[config.mk]
export PLATFORM = sky130hd
export DESIGN_NAME = bist_engine
export DESIGN_NICKNAME = d
export VERILOG_FILES = /design/src/rtl/bist_engine_pkg.sv /design/src/rtl/bist_misr.sv /design/src/rtl/bist_engine.sv
export SDC_FILE = /design/constraint.sdc
export NUM_CORES = 1
export LEC_CHECK = 0
export ABC_AREA = 0
export CAP_MARGIN = 20
export CORE_MARGIN = 5
export CORE_UTILIZATION = 25
export DETAILED_ROUTE_END_ITERATION = 12
export PLACE_DENSITY_LB_ADDON = 0.05
export SYNTH_ARGS = -nofsm -noshare
export SYNTH_HDL_FRONTEND = slang
export SYNTH_SLANG_ARGS = --single-unit
[constraint.sdc]
create_clock -name clk -period 2.68 [get_ports clk]
set_clock_uncertainty 0.2 [all_clocks]
set_input_delay 0.536 -clock clk [delete_from_list [all_inputs] [get_ports clk]]
set_output_delay 0.536 -clock clk [all_outputs]
set_load 0.005 [all_outputs]
[src/rtl/bist_engine_pkg.sv]
// Shared definitions for the BIST engine: state encoding, LFSR/MISR tap masks and default seed.
package bist_engine_pkg;

  typedef enum logic [1:0] {
    ST_IDLE  = 2'd0,
    ST_RUN   = 2'd1,
    ST_DRAIN = 2'd2,
    ST_CHECK = 2'd3
  } bist_state_e;

  // LFSR taps sit on the low 16 bits (right-shifting Fibonacci, x^16+x^14+x^13+x^11+1).
  localparam logic [15:0] LFSR_TAP_MASK = 16'h002D;
  // MISR feedback taps sit on the top 16 bits of the signature register.
  localparam logic [15:0] MISR_TAP_MASK = 16'hB400;
  localparam logic [15:0] DEFAULT_SEED  = 16'hACE1;

endpackage

[src/rtl/bist_misr.sv]
// Multiple-input signature register: clear has priority over the compaction update.
module bist_misr
  import bist_engine_pkg::*;
#(
  parameter int DATA_W = 16
) (
  input  logic              clk,
  input  logic              rst,
  input  logic              clr,
  input  logic              en,
  input  logic [DATA_W-1:0] din,
  output logic [DATA_W-1:0] sig
);

  logic [DATA_W-1:0] sig_q;
  logic [DATA_W-1:0] sig_d;

  function automatic logic [DATA_W-1:0] misr_step(input logic [DATA_W-1:0] m,
                                                  input logic [DATA_W-1:0] d);
    logic fb;
    fb = ^(m[DATA_W-1 -: 16] & MISR_TAP_MASK);
    return {m[DATA_W-2:0], fb} ^ d;
  endfunction

  always_comb begin
    sig_d = sig_q;
    if (clr) begin
      sig_d = '0;
    end else if (en) begin
      sig_d = misr_step(sig_q, din);
    end else begin
      sig_d = sig_q;
    end
  end

  always_ff @(posedge clk or posedge rst) begin
    if (rst) begin
      sig_q <= '0;
    end else begin
      sig_q <= sig_d;
    end
  end

  assign sig = sig_q;

endmodule

[src/rtl/bist_engine.sv]
// BIST engine: LFSR pattern generation into the datapath test mux, MISR compaction, golden compare.
// Optional feature macro BIST_FAULT_INJECT_EN adds the fault_inject input.
module bist_engine
  import bist_engine_pkg::*;
#(
  parameter int                NUM_PATTERNS = 64,
  parameter int                DUT_LATENCY  = 2,
  parameter int                DATA_W       = 16,
  parameter logic [DATA_W-1:0] LFSR_SEED    = DEFAULT_SEED,
  parameter logic [DATA_W-1:0] GOLDEN_SIG   = 16'h0000
) (
  input  logic              clk,
  input  logic              rst,
  input  logic              start_bist,
`ifdef BIST_FAULT_INJECT_EN
  input  logic              fault_inject,
`endif
  input  logic [DATA_W-1:0] dut_result,
  output logic              bist_mode,
  output logic [DATA_W-1:0] tp_a,
  output logic [DATA_W-1:0] tp_b,
  output logic              tp_sel_eq,
  output logic              bist_active,
  output logic              bist_pass
);

  localparam int MAX_CNT = (NUM_PATTERNS > DUT_LATENCY) ? NUM_PATTERNS : DUT_LATENCY;
  localparam int CNT_W   = $clog2(MAX_CNT + 1);
  localparam int VW      = DUT_LATENCY;

  bist_state_e       state_q, state_d;
  logic [DATA_W-1:0] lfsr_q, lfsr_d;
  logic [CNT_W-1:0]  cnt_q, cnt_d;
  logic [VW-1:0]     vld_q, vld_d;
  logic [DATA_W-1:0] tp_a_q, tp_a_d;
  logic [DATA_W-1:0] tp_b_q, tp_b_d;
  logic              tp_sel_q, tp_sel_d;
  logic              active_q, active_d;
  logic              mode_q, mode_d;
  logic              pass_q, pass_d;
  logic              fi_armed_q, fi_armed_d;
  logic              start_s;
  logic              issue_s;
  logic              capture_s;
  logic              fi_req_s;
  logic [DATA_W-1:0] cap_data_s;
  logic [DATA_W-1:0] misr_sig_s;

  function automatic logic [DATA_W-1:0] lfsr_step(input logic [DATA_W-1:0] l);
    logic fb;
    fb = ^(l[15:0] & LFSR_TAP_MASK);
    return {fb, l[DATA_W-1:1]};
  endfunction

  function automatic logic [DATA_W-1:0] byte_swap(input logic [DATA_W-1:0] x);
    return {x[7:0], x[DATA_W-1:8]};
  endfunction

`ifdef BIST_FAULT_INJECT_EN
  assign fi_req_s = fault_inject;
`else
  assign fi_req_s = 1'b0;
`endif

  assign issue_s   = (state_q == ST_RUN);
  assign capture_s = vld_q[VW-1];

  // Next-state, pattern issue and result bookkeeping.
  always_comb begin
    state_d    = state_q;
    lfsr_d     = lfsr_q;
    cnt_d      = cnt_q;
    tp_a_d     = tp_a_q;
    tp_b_d     = tp_b_q;
    tp_sel_d   = tp_sel_q;
    active_d   = active_q;
    mode_d     = mode_q;
    pass_d     = pass_q;
    fi_armed_d = fi_armed_q;
    start_s    = 1'b0;
    vld_d      = (vld_q << 1) | VW'(issue_s);
    if (capture_s) begin
      fi_armed_d = 1'b0;
    end else begin
      fi_armed_d = fi_armed_q;
    end
    case (state_q)
      ST_IDLE: begin
        if (start_bist) begin
          start_s    = 1'b1;
          state_d    = ST_RUN;
          lfsr_d     = lfsr_step(LFSR_SEED);
          tp_a_d     = LFSR_SEED;
          tp_b_d     = byte_swap(LFSR_SEED);
          tp_sel_d   = 1'b0;
          cnt_d      = '0;
          active_d   = 1'b1;
          mode_d     = 1'b1;
          pass_d     = 1'b0;
          fi_armed_d = fi_req_s;
        end else begin
          state_d = ST_IDLE;
        end
      end
      ST_RUN: begin
        if (cnt_q == CNT_W'(NUM_PATTERNS - 1)) begin
          state_d = ST_DRAIN;
          cnt_d   = '0;
        end else begin
          cnt_d    = cnt_q + {{(CNT_W-1){1'b0}}, 1'b1};
          tp_a_d   = lfsr_q;
          tp_b_d   = byte_swap(lfsr_q);
          tp_sel_d = ~cnt_q[0];
          lfsr_d   = lfsr_step(lfsr_q);
        end
      end
      ST_DRAIN: begin
        if (cnt_q == CNT_W'(DUT_LATENCY - 1)) begin
          state_d = ST_CHECK;
          cnt_d   = '0;
        end else begin
          cnt_d = cnt_q + {{(CNT_W-1){1'b0}}, 1'b1};
        end
      end
      ST_CHECK: begin
        pass_d   = (misr_sig_s == GOLDEN_SIG);
        active_d = 1'b0;
        mode_d   = 1'b0;
        state_d  = ST_IDLE;
      end
      default: begin
        state_d = ST_IDLE;
      end
    endcase
  end

  // Only the first capture of a run sees the inverted bit 0.
  always_comb begin
    if (fi_armed_q) begin
      cap_data_s = dut_result ^ {{(DATA_W-1){1'b0}}, 1'b1};
    end else begin
      cap_data_s = dut_result;
    end
  end

  always_ff @(posedge clk or posedge rst) begin
    if (rst) begin
      state_q    <= ST_IDLE;
      lfsr_q     <= LFSR_SEED;
      cnt_q      <= '0;
      vld_q      <= '0;
      tp_a_q     <= LFSR_SEED;
      tp_b_q     <= byte_swap(LFSR_SEED);
      tp_sel_q   <= 1'b0;
      active_q   <= 1'b0;
      mode_q     <= 1'b0;
      pass_q     <= 1'b0;
      fi_armed_q <= 1'b0;
    end else begin
      state_q    <= state_d;
      lfsr_q     <= lfsr_d;
      cnt_q      <= cnt_d;
      vld_q      <= vld_d;
      tp_a_q     <= tp_a_d;
      tp_b_q     <= tp_b_d;
      tp_sel_q   <= tp_sel_d;
      active_q   <= active_d;
      mode_q     <= mode_d;
      pass_q     <= pass_d;
      fi_armed_q <= fi_armed_d;
    end
  end

  bist_misr #(
    .DATA_W (DATA_W)
  ) u_misr (
    .clk (clk),
    .rst (rst),
    .clr (start_s),
    .en  (capture_s),
    .din (cap_data_s),
    .sig (misr_sig_s)
  );

  assign bist_mode   = mode_q;
  assign tp_a        = tp_a_q;
  assign tp_b        = tp_b_q;
  assign tp_sel_eq   = tp_sel_q;
  assign bist_active = active_q;
  assign bist_pass   = pass_q;

endmodule

# [After elaboration in Yosys (flattened, before gate mapping)]
# Index checks and enable logic that the tools add are counted.
[word_totals] reg_bits=79 latch_bits=0 ram_bits=0 mem_bits_ro=0 inputBits=19 out_inout_bits=36 elab_cells=68 memories=0
[classes] addsub=1 mul=0 n_div=0 order_cmp=0 n_eq_ne=9 n_shift=0 n_mux=31 n_bitwise=4 reduce_logical=12
[op_table] cell="16-bit two-way mux" count=8
[op_table] cell="16-bit case mux with 2 select lines" count=3
[op_table] cell="16-bit parity" count=2
[op_table] cell="7-bit two-way mux" count=3
[op_table] cell="7-bit case mux with 3 select lines" count=1
[op_table] cell="16-bit zero test" count=1
[op_table] cell="16-bit XOR" count=1
[op_table] cell="1-bit two-way mux" count=10
[op_table] cell="2-bit case mux with 4 select lines" count=1
[op_table] cell="7-bit by 1-bit adder with 7-bit output, second input constant" count=1
[op_table] cell="7-bit by 1-bit == test with 1-bit output, second input constant" count=1
[op_table] cell="7-bit by 6-bit == test with 1-bit output, second input constant" count=1
[op_table] cell="2-bit inequality test, second input constant" count=3
[op_table] cell="1-bit case mux with 2 select lines" count=3
[op_table] cell="2-bit AND reduction" count=3
[op_table] cell="2-bit nonzero test" count=3
[op_table] cell="2-bit == test, second input constant" count=2
[op_table] cell="2-bit two-way mux" count=2
[op_table] cell="3-bit AND reduction" count=1
[op_table] cell="3-bit nonzero test" count=1
[op_table] cell="2-bit by 1-bit == test with 1-bit output, second input constant" count=1
[op_table] cell="2-bit zero test" count=1
[op_table] cell="2-bit by 1-bit inequality test with 1-bit output, second input constant" count=1
[op_table] cell="1-bit NOT" count=2
[op_table] cell="2-bit by 1-bit OR with 2-bit output" count=1

# [Depth between registers and ports, before layout]
[depth] ltp_word=5 depth_mapped=8 depth_no_buf=6

# [Cells and area by module]
# A second synthesis with hierarchy kept.
[unflattened] cells_unflattened=262 hier_area_um2=2812.7
[by_module_without_submodules] module="bist_engine" n_inst=1 cells_per_inst=188 area_per_inst_um2=2015.7 seq_area_each_um2=1017.2
[by_module_without_submodules] module="bist_misr" n_inst=1 cells_per_inst=74 area_per_inst_um2=797.0 seq_area_each_um2=400.4

# [Least setup slack after synthesis]
# Ideal clock, no wire load.
[synth_path] kind="reg-to-reg" startpoint="register state_q[0]" endpoint="register cnt_q[1]" arrival_ps=1697 required_ps=2344 path_slack_ps=648 stages_incl_launch_ff=8 period_less_slack_ps=2032 path_cell_list="dfrtp_1 > inv_1 > ha_1 > nor2b_1 > buf_2 > or2_2 > a311oi_2 > nor2_1"
[synth_between] elab_chain_len=3 word_cells_on_any_way=7 cone_classes="eq/ne (3); mux (1); reduce/logical (3)"
[synth_rtl] element="from (decl)" line="bist_engine.sv:31" source="bist_state_e state_q, state_d;"
[synth_rtl] element="from (signal assigned)" line="bist_engine.sv:160" source="state_q <= state_d;"
[synth_rtl] element="2-bit by 1-bit == test with 1-bit output, or another cell as far along" line="bist_engine.sv:87" source="case (state_q)"
[synth_rtl] element="3-bit nonzero test (no line) / 2-bit inequality test (equally long branches)"
[synth_rtl] element="2-bit AND reduction (no line)"
[synth_rtl] element="to (signal assigned)" line="bist_engine.sv:162" source="cnt_q <= cnt_d;"
[synth_rtl] element="to (decl)" line="bist_engine.sv:33" source="logic [CNT_W-1:0] cnt_q, cnt_d;"
# Parallel ways exist; a longest one is shown, timed or not.
# A chain may end at the register's enable or synchronous reset.

# [Final worst setup path]
[layout_path] startpoint="register state_q[1]" endpoint="register tp_a_q[14], in the netlist tp_a[14]"
[layout_between] elab_chain_len=3 word_cells_on_any_way=7 cone_classes="eq/ne (3); mux (1); reduce/logical (3)"
[layout_rtl] element="2-bit by 1-bit == test with 1-bit output *"
[layout_rtl] element="named net issue_s" line="bist_engine.sv:43" source="logic issue_s;"
[layout_rtl] element="2-bit inequality test (no line) / 2-bit nonzero test (equally long branches)"
[layout_rtl] element="3-bit AND reduction (no line)"
[layout_rtl] element="to (signal assigned)" line="bist_engine.sv:164" source="tp_a_q <= tp_a_d;"
[layout_rtl] element="to (decl)" line="bist_engine.sv:35" source="logic [DATA_W-1:0] tp_a_q, tp_a_d;"
# The timed path passes the listed nets; every way through them passes the cells marked *.

==> flow_summary.toml <==
[status]
status = "finished, final reports clean"

[drt]
route.vias.total = 1783
drt-total-wl_mm = 6.017
vias_per_cell = 4.435
wire_per_inst_um = 14.97
antenna_left = 0
drt_iter0_drc = 57
drc = 0
first_pass_iters = 4

[sta]
hold_violations = 0
fmax_ghz = 0.4399
relSlewSlack = 0.5738
setup_viol = 0
finalCriticalPeriod_ns = 2.273
fin_tns_setup_ns = 0
period_share = 0.8483
fin_ws_ns = 0.4066
rsz0062_at_grt = "no"
worst-slew-pin-transition_ns = 0.6393
slew_viol_final = 0

[setup_path]
path_class = "reg -> reg"
crit_path_start_kind = "register"
critPathRequiredTime_ns = 2.68
critPathArrivalTime_ns = 2.27
path_max_fanout = 14
r2r_cells = 5
worstSetupEndpointType = "register"

[clock_tree]
cts_resized = 0
numCtsBuffers = 5
ctsHoldBuffers = 0
cts_setup_buffers = 0
clk_pin_slew_ns = 0.10
clockRootBuffer = "clkbuf_8"
clock-sinks = 56
h-tree-depth = 2
clock_path_buffers = 2
clk_latency_ns = 0.31
cts_tree = "yes"

[placed_design]
pre_cts_slack_ns = 0.1833
placed_area_um2 = 3266
detailed_place_hpwl_mm = 4.232
port_buffers = 54
gp_congestion = 0.7082

[min_path]
hold_path_depth = 0
worstHoldPathType = "reg -> reg"

[layout]
diodes = 0
drive_above_1_share = 0.1298
final_nets = 288
areaGrowthSynthToFinish_pct = 23.26
fin_util = 0.3122
final_cell_area_um2 = 3354

[logic_synthesis]
yosysTopAreaCell = "dfrtp_1"
yosys_warnings = 0
ys_ff_latch = 56
ys_seq_area_frac = 0.5209
post_synth.cell_area_avg_um2 = 12.04
synth_cell_type_count = 37
syn_nets = 253
synth_area_leaders = "dfrtp_1 40%, dfstp_2 13%, a22o_1 9.7%"
syn_area_um2 = 2721
netlist_instances = 226
synth_top_area_share = 0.3954

[pwr]
vdd_drop_max_v = 0.0001925
power_density_nw_per_um2 = 587.6
power.total_uw = 1971
leakage_uw = 0.001407

[floorplanning]
fp.dieH_um = 114.3
dieWidth_um = 114.3
row_count = 38
num_io_pins = 55
dieArea_um2 = 13070
start_util = 0.2533
core_area_um2 = 10750

[grt]
grt_pass1_vias = 1857
antenna_found_initial = 0
grt_usage = 0.09528
overflow = 0
grt_pass1_wl_mm = 9.853
grt_max_degree = 28

[flow_run]
maxCapViolCount = 0
-- cells by family after synthesis --
| family | after synthesis | share of synthesized area |
|---|---|---|
| compound gates | 54 | 0.1724 |
| xor+xnor | 27 | 0.08690 |
| fa+ha+maj | 8 | 0.03678 |
| buf+inv | 41 | 0.09655 |
| flops | 56 | 0.5209 |
| mux | 3 | 0.01195 |
| simple gates | 37 | 0.07449 |
-- where the power goes --
| group | internal (uW) | total [uW] | switching, uW |
|---|---|---|---|
| clock | 187 | 469 | 282 |
| sequential | 973 | 1100 | 130 |
| combinational | 253 | 399 | 146 |
| total | 1410 | 1970 | 558 |
-- cell type report --
| type | instances | area, um^2 |
|---|---|---|
| flip-flops and latches | 56 | 1418 |
| repair buffers | 60 | 598.1 |
| clock inverters | 2 | 16.27 |
| clock buffers | 6 | 72.57 |
| well taps | 140 | 175.2 |
| inverters | 9 | 33.78 |
| multi-input cells | 129 | 1041 |
| fillers | 1116 | 7391 |
-- cell usage in the layout (no fill, tap or decap), types with 6 or more instances in the layout --
cell             instances
dfstp_2                 13
inv_1                    8
nor2_1                   7
nand2_1                  6
xor2_1                  15
xnor2_1                 12
a22o_1                  30
o22a_1                  12
dfrtp_1                 43
nor4_1                   6
ha_1                     8
clkdlybuf4s50_1         54
-- sequential cells by signal, summed over array words and instances, names as in the netlist --
signal and cells:
u_misr.sig 16, state_q 2, vld_q 2, cnt_q 7, tp_sel_eq 1, tp_b 1, bist_mode 1, fi_armed_q 1
tp_a 8, lfsr_q 16, bist_pass 1
-- critical path: stages, from the launching register on --
cell and delay (ns):
dfrtp_1 0.44, inv_1 0.09, ha_1 0.39, nor2_1 0.16, a311o_1 0.57, a22o_1 0.32
-- per-layer routing --
metal | routed length (um) | vias up | share of wire | global-route usage
li1 | - | 853 | - | -
met1 | 2962 | 891 | 0.49 | 0.1403
met2 | 2743 | 35 | 0.46 | 0.1393
met3 | 257 | 4 | 0.043 | 0.02114
met4 | 55 | 0 | 0.0091 | 0.02850
met5 | 0 | - | 0 | 0
-- synth_stat cells --
| library cell | count |
|---|---|
| dfrtp_1 | 43 |
| a22o_1 | 30 |
| buf_4 | 24 |
| xor2_1 | 15 |
| dfstp_2 | 13 |
| o22a_1 | 12 |
| xnor2_1 | 12 |
| inv_1 | 9 |
| ha_1 | 8 |
| nor2_1 | 7 |
| nand2_1 | 6 |
| nor4_1 | 6 |
| o21ai_0 | 4 |
| buf_2 | 3 |
| clkbuf_1 | 3 |
| nor3_1 | 3 |
| a21oi_1 | 2 |
| and2_1 | 2 |
| buf_6 | 2 |
| mux2_2 | 2 |
| nand3_1 | 2 |
| nor3b_1 | 2 |
| o21ai_1 | 2 |
| a311o_1 | 1 |
| a311oi_2 | 1 |
| a311oi_4 | 1 |
| and2_2 | 1 |
| and3_1 | 1 |
| and3b_1 | 1 |
| mux2i_1 | 1 |
| nand2_2 | 1 |
| nand3b_1 | 1 |
| nand4_1 | 1 |
| nor2b_1 | 1 |
| nor4b_1 | 1 |
| o311a_1 | 1 |
| or2_2 | 1 |
-- stage by stage --
step                      hold slack, ns  instances
after CTS                         0.1723        402
after global routing              0.1833        402
after global placement            0.1346        394
after detailed placement          0.1465        394
final                             0.1664        402
after floorplan                   0.1312        226
-- path summary, 6_finish.rpt --
kind	start	to	slack, ns
worst min-delay path	vld_q[0]$_DFF_PP0_	vld_q[1]$_DFF_PP0_	0.17
max in group asynchronous	rst	tp_sel_eq$_DFFE_PP0P_	1.30
worst max register to register	state_q[1]$_DFFE_PP0P_	tp_a[14]$_DFFE_PP0P_	0.41
min in group asynchronous	rst	lfsr_q[3]$_DFFE_PP0P_	0.42
worst min register to register	vld_q[0]$_DFF_PP0_	vld_q[1]$_DFF_PP0_	0.17
worst max-delay path	state_q[1]$_DFFE_PP0P_	tp_a[14]$_DFFE_PP0P_	0.41
Power figures use the tool's default switching activity.
